### config.mk
export PLATFORM = sky130hd
export DESIGN_NAME = systolic_feeder
export DESIGN_NICKNAME = d
export VERILOG_FILES = /design/src/rtl/systolic_feeder.sv
export SDC_FILE = /design/constraint.sdc
export NUM_CORES = 1
export LEC_CHECK = 0
export CAP_MARGIN = 20
export CORE_UTILIZATION = 60
export DETAILED_ROUTE_END_ITERATION = 6
export HOLD_SLACK_MARGIN = 0.02
export PLACE_DENSITY = 0.84
export SKIP_LAST_GASP = 1
export SLEW_MARGIN = 25
export SYNTH_ARGS = -nofsm -noshare
export SYNTH_HDL_FRONTEND = slang
export SYNTH_SLANG_ARGS = --single-unit
### constraint.sdc
create_clock -name clk -period 5 [get_ports clk]
set_input_delay 1 -clock clk [delete_from_list [all_inputs] [get_ports clk]]
set_output_delay 1 -clock clk [all_outputs]
set_load 0.05 [all_outputs]
### src/rtl/systolic_feeder.sv
// systolic_feeder: stages a row-major byte stream into two N x N operand
// buffers (A then B), then drives the west/north edges of an N x N systolic
// array with diagonally skewed A rows and B columns. Emits a one-cycle
// accumulator clear before each feed and a one-cycle done pulse after it.
module systolic_feeder #(
  parameter int N         = 2,
  parameter int REG_WIDTH = 8
) (
  input  logic                     clk,
  input  logic                     reset,
  input  logic [REG_WIDTH-1:0]     in_data,
  input  logic                     in_valid,
  output logic                     in_ready,
  output logic [N*REG_WIDTH-1:0]   a_edge,
  output logic [N*REG_WIDTH-1:0]   b_edge,
  output logic                     array_clr,
  output logic                     feed_valid,
  output logic                     busy,
  output logic                     done
);

  localparam int LW = $clog2(2 * N * N);
  localparam int FW = $clog2(3 * N);
  localparam int IW = (N > 1) ? $clog2(N) : 1;

  localparam logic [LW-1:0] LAST_A   = LW'(N * N - 1);
  localparam logic [LW-1:0] LAST_B   = LW'(2 * N * N - 1);
  localparam logic [FW-1:0] LAST_T   = FW'(3 * N - 3);
  localparam logic [IW-1:0] LAST_IDX = IW'(N - 1);

  typedef enum logic [2:0] {
    S_LOAD_A,
    S_LOAD_B,
    S_CLEAR,
    S_FEED,
    S_DONE
  } state_t;

  state_t               state_q, state_d;
  logic [LW-1:0]        load_cnt_q, load_cnt_d;
  logic [FW-1:0]        feed_cnt_q, feed_cnt_d;
  logic [IW-1:0]        row_q, row_d;
  logic [IW-1:0]        col_q, col_d;

  logic                 in_ready_q, in_ready_d;
  logic                 array_clr_q, array_clr_d;
  logic                 feed_valid_q, feed_valid_d;
  logic                 busy_q, busy_d;
  logic                 done_q, done_d;
  logic [N*REG_WIDTH-1:0] a_edge_q, a_edge_d;
  logic [N*REG_WIDTH-1:0] b_edge_q, b_edge_d;

  logic                 accept;

  logic [REG_WIDTH-1:0] a_buf_q [N][N];
  logic [REG_WIDTH-1:0] b_buf_q [N][N];

  // Next-state, counters and next values of every registered output.
  always_comb begin
    // NOTE: every variable gets a default first so no path leaves it unassigned,
    // which would otherwise infer a latch.
    state_d      = state_q;
    load_cnt_d   = load_cnt_q;
    feed_cnt_d   = feed_cnt_q;
    row_d        = row_q;
    col_d        = col_q;
    accept       = in_valid & in_ready_q;

    unique case (state_q)
      S_LOAD_A: begin
        if (accept) begin
          load_cnt_d = load_cnt_q + 1'b1;
          if (load_cnt_q == LAST_A) state_d = S_LOAD_B;
        end
      end
      S_LOAD_B: begin
        if (accept) begin
          // Counter parks at its final value; it clears only on re-entry to LOAD_A.
          if (load_cnt_q == LAST_B) state_d = S_CLEAR;
          else                      load_cnt_d = load_cnt_q + 1'b1;
        end
      end
      S_CLEAR: begin
        state_d    = S_FEED;
        feed_cnt_d = '0;
      end
      S_FEED: begin
        if (feed_cnt_q == LAST_T) state_d = S_DONE;
        else                      feed_cnt_d = feed_cnt_q + 1'b1;
      end
      S_DONE: begin
        state_d    = S_LOAD_A;
        load_cnt_d = '0;
        feed_cnt_d = '0;
      end
      default: state_d = S_LOAD_A;
    endcase

    // Row-major write pointer; wraps to (0,0) between A and B and after a pass.
    if (accept) begin
      if (col_q == LAST_IDX) begin
        col_d = '0;
        row_d = (row_q == LAST_IDX) ? '0 : row_q + 1'b1;
      end else begin
        col_d = col_q + 1'b1;
      end
    end
    if (state_q == S_DONE) begin
      row_d = '0;
      col_d = '0;
    end

    // Outputs are decoded from the next state so they appear registered
    // in the same cycle the FSM occupies that state.
    in_ready_d   = (state_d == S_LOAD_A) || (state_d == S_LOAD_B);
    array_clr_d  = (state_d == S_CLEAR);
    feed_valid_d = (state_d == S_FEED);
    busy_d       = (state_d == S_CLEAR) || (state_d == S_FEED) || (state_d == S_DONE);
    done_d       = (state_d == S_DONE);

    // Skew: row i carries A[i][k] and column j carries B[k][j] at step i+k / j+k.
    a_edge_d = '0;
    b_edge_d = '0;
    if (state_d == S_FEED) begin
      for (int i = 0; i < N; i++) begin
        for (int k = 0; k < N; k++) begin
          if (int'(feed_cnt_d) == i + k) begin
            a_edge_d[i*REG_WIDTH +: REG_WIDTH] = a_buf_q[i][k];
            b_edge_d[i*REG_WIDTH +: REG_WIDTH] = b_buf_q[k][i];
          end
        end
      end
    end
  end

  // Control state and registered outputs.
  always_ff @(posedge clk or negedge reset) begin
    // NOTE: sequential state uses non-blocking assignment so every flop samples
    // pre-edge values regardless of statement order.
    if (!reset) begin
      state_q      <= S_LOAD_A;
      load_cnt_q   <= '0;
      feed_cnt_q   <= '0;
      row_q        <= '0;
      col_q        <= '0;
      in_ready_q   <= 1'b1;
      array_clr_q  <= 1'b0;
      feed_valid_q <= 1'b0;
      busy_q       <= 1'b0;
      done_q       <= 1'b0;
      a_edge_q     <= '0;
      b_edge_q     <= '0;
    end else begin
      state_q      <= state_d;
      load_cnt_q   <= load_cnt_d;
      feed_cnt_q   <= feed_cnt_d;
      row_q        <= row_d;
      col_q        <= col_d;
      in_ready_q   <= in_ready_d;
      array_clr_q  <= array_clr_d;
      feed_valid_q <= feed_valid_d;
      busy_q       <= busy_d;
      done_q       <= done_d;
      a_edge_q     <= a_edge_d;
      b_edge_q     <= b_edge_d;
    end
  end

  // Operand buffers: written on each accepted byte, A during LOAD_A, B during LOAD_B.
  always_ff @(posedge clk) begin
    // NOTE: buffers carry no reset; a pass always overwrites every entry before
    // it is read, so resetting them would only cost reset routing.
    if (accept) begin
      if (state_q == S_LOAD_A) a_buf_q[row_q][col_q] <= in_data;
      else                     b_buf_q[row_q][col_q] <= in_data;
    end
  end

  assign in_ready   = in_ready_q;
  assign array_clr  = array_clr_q;
  assign feed_valid = feed_valid_q;
  assign busy       = busy_q;
  assign done       = done_q;
  assign a_edge     = a_edge_q;
  assign b_edge     = b_edge_q;

endmodule

; After elaboration in Yosys (flattened, before gate mapping)
; Memories as Yosys holds them, arrays and structs flattened.
; Index checks and enable logic that the tools add are counted.
[word_totals]
register_bits = 48
ramBits = 64
in_bits = 11
out_inout_bits = 37
elab_cells = 88
mem_count = 2
[classes]
addsub = 4
magnitude_cmp = 2
eq_ne = 16
n_mux = 37
bitwise = 2
n_reduce_logical = 13
[memory_table]
columns = name, words, width, rd, rd_ports_with_merged_regs, write_ports, line_no
row1 = a_buf_q, 2, 16, 2, 0, 1, 55  ; logic [REG_WIDTH-1:0] a_buf_q [N][N];
row2 = b_buf_q, 2, 16, 2, 0, 1, 56  ; logic [REG_WIDTH-1:0] b_buf_q [N][N];
[ops]
columns = op, n
row1 = 8-bit two-way mux, 9
row2 = 16-bit two-way mux, 4
row3 = 3-bit two-way mux, 9
row4 = "3-bit by 2-bit == test with 1-bit output, second input constant", 7
row5 = "3-bit == test, second input constant", 4
row6 = 3-bit one-hot mux with 4 select lines, 1
row7 = 1-bit two-way mux, 11
row8 = 3-bit logical NOT, 3
row9 = 3-bit one-hot mux with 3 select lines, 1
row10 = 8-bit demux with 1-bit select, 1
row11 = "3-bit by 1-bit adder with 3-bit output, second input constant", 2
row12 = "3-bit by 1-bit == test with 1-bit output, second input constant", 2
row13 = "2-bit inequality test, second input constant", 3
row14 = 3-bit one-hot mux with 2 select lines, 1
row15 = 4-bit AND reduction, 1
row16 = 2-bit nonzero test, 2
row17 = 1-bit logical OR, 3
row18 = 3-bit nonzero test, 1
row19 = "1-bit adder, second input constant", 2
row20 = "2-bit greater-or-equal comparator, second input constant", 1
row21 = "2-bit by 1-bit < comparator with 1-bit output, second input constant", 1
row22 = 1-bit inverter with 2-bit output, 1
row23 = 2-bit AND reduction, 1
row24 = 2-bit OR reduction, 1
row25 = 2 further kinds, 2

; Longest topological paths before layout
[depth]
depth_word = 7
ltp_mapped = 7

; Least setup slack after synthesis
; OpenSTA, ideal clock, no wires.
[synth_timing]
kind = input to register
from = input in_valid
to = memory a_buf_q[0][10] in the netlist's numbering (enable)
arrival_ps = 1937
required_time_ps = 4605
path_slack_ps = 2669
path_stages = 2
cell_sequence = nand2_1 nor4_1
[synth_between]
elab_chain_len = 3
[synth_rtl]
columns = item, line_no
row1 = start: declaration, 12  ; input logic in_valid,
row2 = 1-bit bitwise AND, 67  ; accept = in_valid & in_ready_q;
row3 = 1-bit two-way mux, 173  ; if (accept) begin
row4 = 16-bit two-way mux (not written as such), 174  ; if (state_q == S_LOAD_A) a_buf_q[row_q][col_q] <= in_data;
row5 = end: declaration, 55
; Every way passes these cells.

; Worst setup path after layout
[layout_timing]
from = register in_ready_q, in the netlist in_ready
to = output in_ready
[layout_rtl]
columns = item, line_no
row1 = start: declaration, 45  ; logic in_ready_q, in_ready_d;
row2 = start signal: assignment, 159  ; in_ready_q <= in_ready_d;
row3 = end: declaration, 13  ; output logic in_ready,
; No word-level cell between the ends.

==> results.sh <==
export IMPL_grt_max_degree=49
export IMPL_initial_core_util_pct=62.9
export IMPL_seqPwrFrac_pct=45.0
export IMPL_path_clk_slew_ns=0.09
export IMPL_ios=48
export IMPL_firstDrtPassIters=4
export IMPL_drtIter0Drc=131
export IMPL_core_area_um2=6870
export IMPL_cap_viol_max_count=0
export IMPL_combPwrFrac_pct=38.7
export IMPL_cts_sinks=112
export IMPL_reg2reg_from="feed_cnt_q[0]$_DFF_PN0_"
export IMPL_yosysWarningCount=0
export IMPL_drc=0
export IMPL_fp_dieH_um=86.9
export IMPL_clk_path_buf_depth=2
export IMPL_whs_endpoint="a_edge[6]$_DFF_PN0_"
export IMPL_whs_path_depth=2
export IMPL_nFillCells=434
export IMPL_insertedDiodeCount=0
export IMPL_r2r_slack_ns=2.32
export IMPL_cp_end_kind="primary output"
export IMPL_area_growth_pct=14.7
export IMPL_fmaxAchievable_mhz=362
export IMPL_critPathLaunchType="flop"
export IMPL_worstPathMaxFanout=7
export IMPL_finalSetupViolations=0
export IMPL_ctsResizeCount=0
export IMPL_maxSlewHeadroom_pct=47.3
export IMPL_power_per_cell_area_nw_per_um2=569
export IMPL_syn_avg_cell_area_um2=14.4
export IMPL_portBuffers=47
export IMPL_critical_path_class="reg2out"
export IMPL_critical_path_top_delay_family="buffers and inverters"
export IMPL_ys_types=39
export IMPL_period_share_pct=55.2
export IMPL_worst_r2r_endpoint="a_edge[9]$_DFF_PN0_"
export IMPL_ys_seq_elements=112
export IMPL_grt_pass1_vias=2480
export IMPL_leakagePower_uw=0.00184
export IMPL_period_needed_ns=2.76
export IMPL_critical_path_arrival_ns=1.76
export IMPL_ant_nets=0
export IMPL_post_cts_buffers=0
export IMPL_grt_usage_pct=22.2
export IMPL_cts_root_buf="clkbuf_8"
export IMPL_syn_inst=300
export IMPL_r2r_cells=5
export IMPL_critical_path_startpoint="in_ready$_DFF_PN1_"
export IMPL_cpMaxStageDelayCell="clkdlybuf4s50_1"
export IMPL_required_ns=4.00
export IMPL_timing_critical_path_buf_inv=1
export IMPL_wire_per_inst_um=17.3
export IMPL_rsz0062_at_grt="false"
export IMPL_vias=2544
export IMPL_grt_ovfl_total=0
export IMPL_fin_worst_skew_ns=0.00723
export IMPL_status="finished, final reports clean"
export IMPL_die_w_um=86.9
export IMPL_cts_hold_buf=0
export IMPL_gp_congestion=0.791
export IMPL_hp_start="a_buf_q[0][14]$_DFFE_PP_"
export IMPL_grt_pass1_wl_mm=12.1
export IMPL_std_cell_rows=30
export IMPL_cp_slowest_stage_delay_ns=0.81
export IMPL_path_cells="clkdlybuf4s50_1"
export IMPL_drive_gt1_share_pct=14.2
export IMPL_drt_wl_total_mm=7.62
export IMPL_layout_nets=355
export IMPL_ys_seq_area_share_pct=72.3
export IMPL_switching_power_uw=1150
export IMPL_cts_made_buffers=9
export IMPL_clk_latency_ns=0.37
export IMPL_syn_area_um2=4320
export IMPL_switching_share_pct=40.6
export IMPL_cts_max_level=3
export IMPL_setup_tns_final_ns=0
export IMPL_irDropWorstVdd_mv=0.350
export IMPL_finalPower_uw=2820
export IMPL_antenna_found_initial=0
export IMPL_dieArea_um2=7540
export IMPL_vias_per_cell=5.77
export IMPL_tightest_slew_ns=0.790
export IMPL_cts_tree="done"
export IMPL_hold_path_class="reg2reg"
export IMPL_hold_ws_ns=0.511
export IMPL_dpl_hpwl_mm=4.89
export IMPL_intPower_uw=1680
export IMPL_synth_nets=315
export IMPL_clkPwrFrac_pct=16.3
export IMPL_hold_violations=0
export IMPL_drv_slew=0
stage by stage:
step                      area [um^2]  util (%)  instances  setup WS (ns)
after CTS                        4950      72.1        441           2.22
after floorplan                  4320         -        300           2.67
after global routing             4960      72.1        441           2.17
after global placement           4780      69.6        425           2.21
after detailed placement         4790      69.7        425           2.13
final                            4960      72.1        441           2.24
per-layer routing:
layer	up-vias	routed length, um	GRT usage [%]
li1	1196	-	-
met4	0	166	11.4
met5	-	0	0
met1	1235	3190	28.8
met3	16	485	3.03
met2	97	3770	36.9
cell type report:
class | count | area, um^2 | share of cell area (%)
clock buffer | 11 | 131 | 2.65
sequential | 112 | 3120 | 63.0
clock inverter | 5 | 32.5 | 0.656
inverter | 6 | 22.5 | 0.454
timing repair buffer | 49 | 483 | 9.75
multi-input combinational | 162 | 1040 | 21.0
tap | 96 | 120 | 2.42
synthesized netlist by cell type:
library cell / number / share of area (%)
a21oi_1: 2 / 0.23
a21oi_2: 1 / 0.20
a31o_2: 1 / 0.20
a41oi_1: 1 / 0.20
and2_4: 1 / 0.20
and3_1: 4 / 0.58
and3b_1: 1 / 0.20
buf_2: 6 / 0.70
buf_4: 1 / 0.17
buf_6: 7 / 1.8
clkbuf_1: 6 / 0.52
dfrtp_1: 47 / 27
dfstp_2: 1 / 0.61
edfxtp_1: 64 / 44
ha_1: 4 / 1.2
inv_1: 6 / 0.52
mux2_2: 2 / 0.52
nand2_1: 22 / 1.9
nand2b_1: 3 / 0.43
nand2b_4: 1 / 0.32
nand3_1: 20 / 2.3
nand3b_1: 1 / 0.17
nand4_1: 33 / 4.8
nor2_1: 11 / 0.96
nor2b_1: 2 / 0.29
nor3_1: 2 / 0.23
nor3b_1: 4 / 0.70
nor3b_2: 1 / 0.29
nor4_1: 2 / 0.29
o21a_1: 1 / 0.17
o21ai_0: 6 / 0.70
o21ai_1: 7 / 0.81
o21ai_2: 22 / 4.5
o22ai_4: 1 / 0.46
or2_1: 1 / 0.14
or3_1: 1 / 0.14
or3b_4: 1 / 0.26
xnor2_1: 1 / 0.20
xor2_1: 2 / 0.41
kinds of logic (layout without fill, tap and decap cells):
kind of cell | Yosys count | after routing | synth area share (%)
flops | 112 | 112 | 72.3
simple gates | 111 | 111 | 14.2
compound gates | 42 | 42 | 7.44
buf+inv | 26 | 71 | 3.74
fa+ha+maj | 4 | 4 | 1.16
xor+xnor | 3 | 3 | 0.608
mux | 2 | 2 | 0.521
sequential cells by signal (all words and copies together) (netlist names):
register and cells:
b_buf_q 32, row_q 1, busy 1, array_clr 1, a_edge 16, col_q 1, state_q 3, feed_valid 1
a_buf_q 32, done 1, in_ready 1, feed_cnt_q 3, b_edge 16, load_cnt_q 3
how the worst max path moves through the flow:
stage	slack, ns	endpoint	cells after the start
4_1_cts	2.22	in_ready	1
3_5_place_dp	2.13	a_buf_q[0][3]$_DFFE_PP_	4
2_1_floorplan	2.67	a_buf_q[0][10]$_DFFE_PP_	2
3_3_place_gp	2.21	a_buf_q[0][4]$_DFFE_PP_	4
6_report	2.24	in_ready	1
5_1_grt	2.17	a_edge[9]$_DFF_PN0_	5
layout by cell type, fill, tap and decap left out, types with 2 or more instances in the layout:
master and count:
xor2_1 2, dfrtp_1 47, and3_1 4, nor2b_1 2
nand2_1 22, nor3_1 2, o21ai_2 22, inv_1 6
nand3_1 20, nand2b_1 3, buf_4 3, nor4_1 2
edfxtp_1 64, clkdlybuf4s50_1 46, clkbuf_1 2, o21ai_1 7
o21ai_0 6, ha_1 4, clkinv_2 3, clkbuf_8 9
nand4_1 33, nor2_1 11, nor3b_1 4, a21oi_1 2
mux2_2 2
power by group through the flow:
stage / combinational, uW / clock, uW / sequential [uW]
after floorplan: 658 / 0 / 1500
after global placement: 1060 / 0 / 1280
after detailed placement: 1090 / 0 / 1290
after CTS: 1100 / 468 / 1270
after global routing: 1180 / 502 / 1290
final: 1090 / 461 / 1270
(Power assumes the default switching activity.)
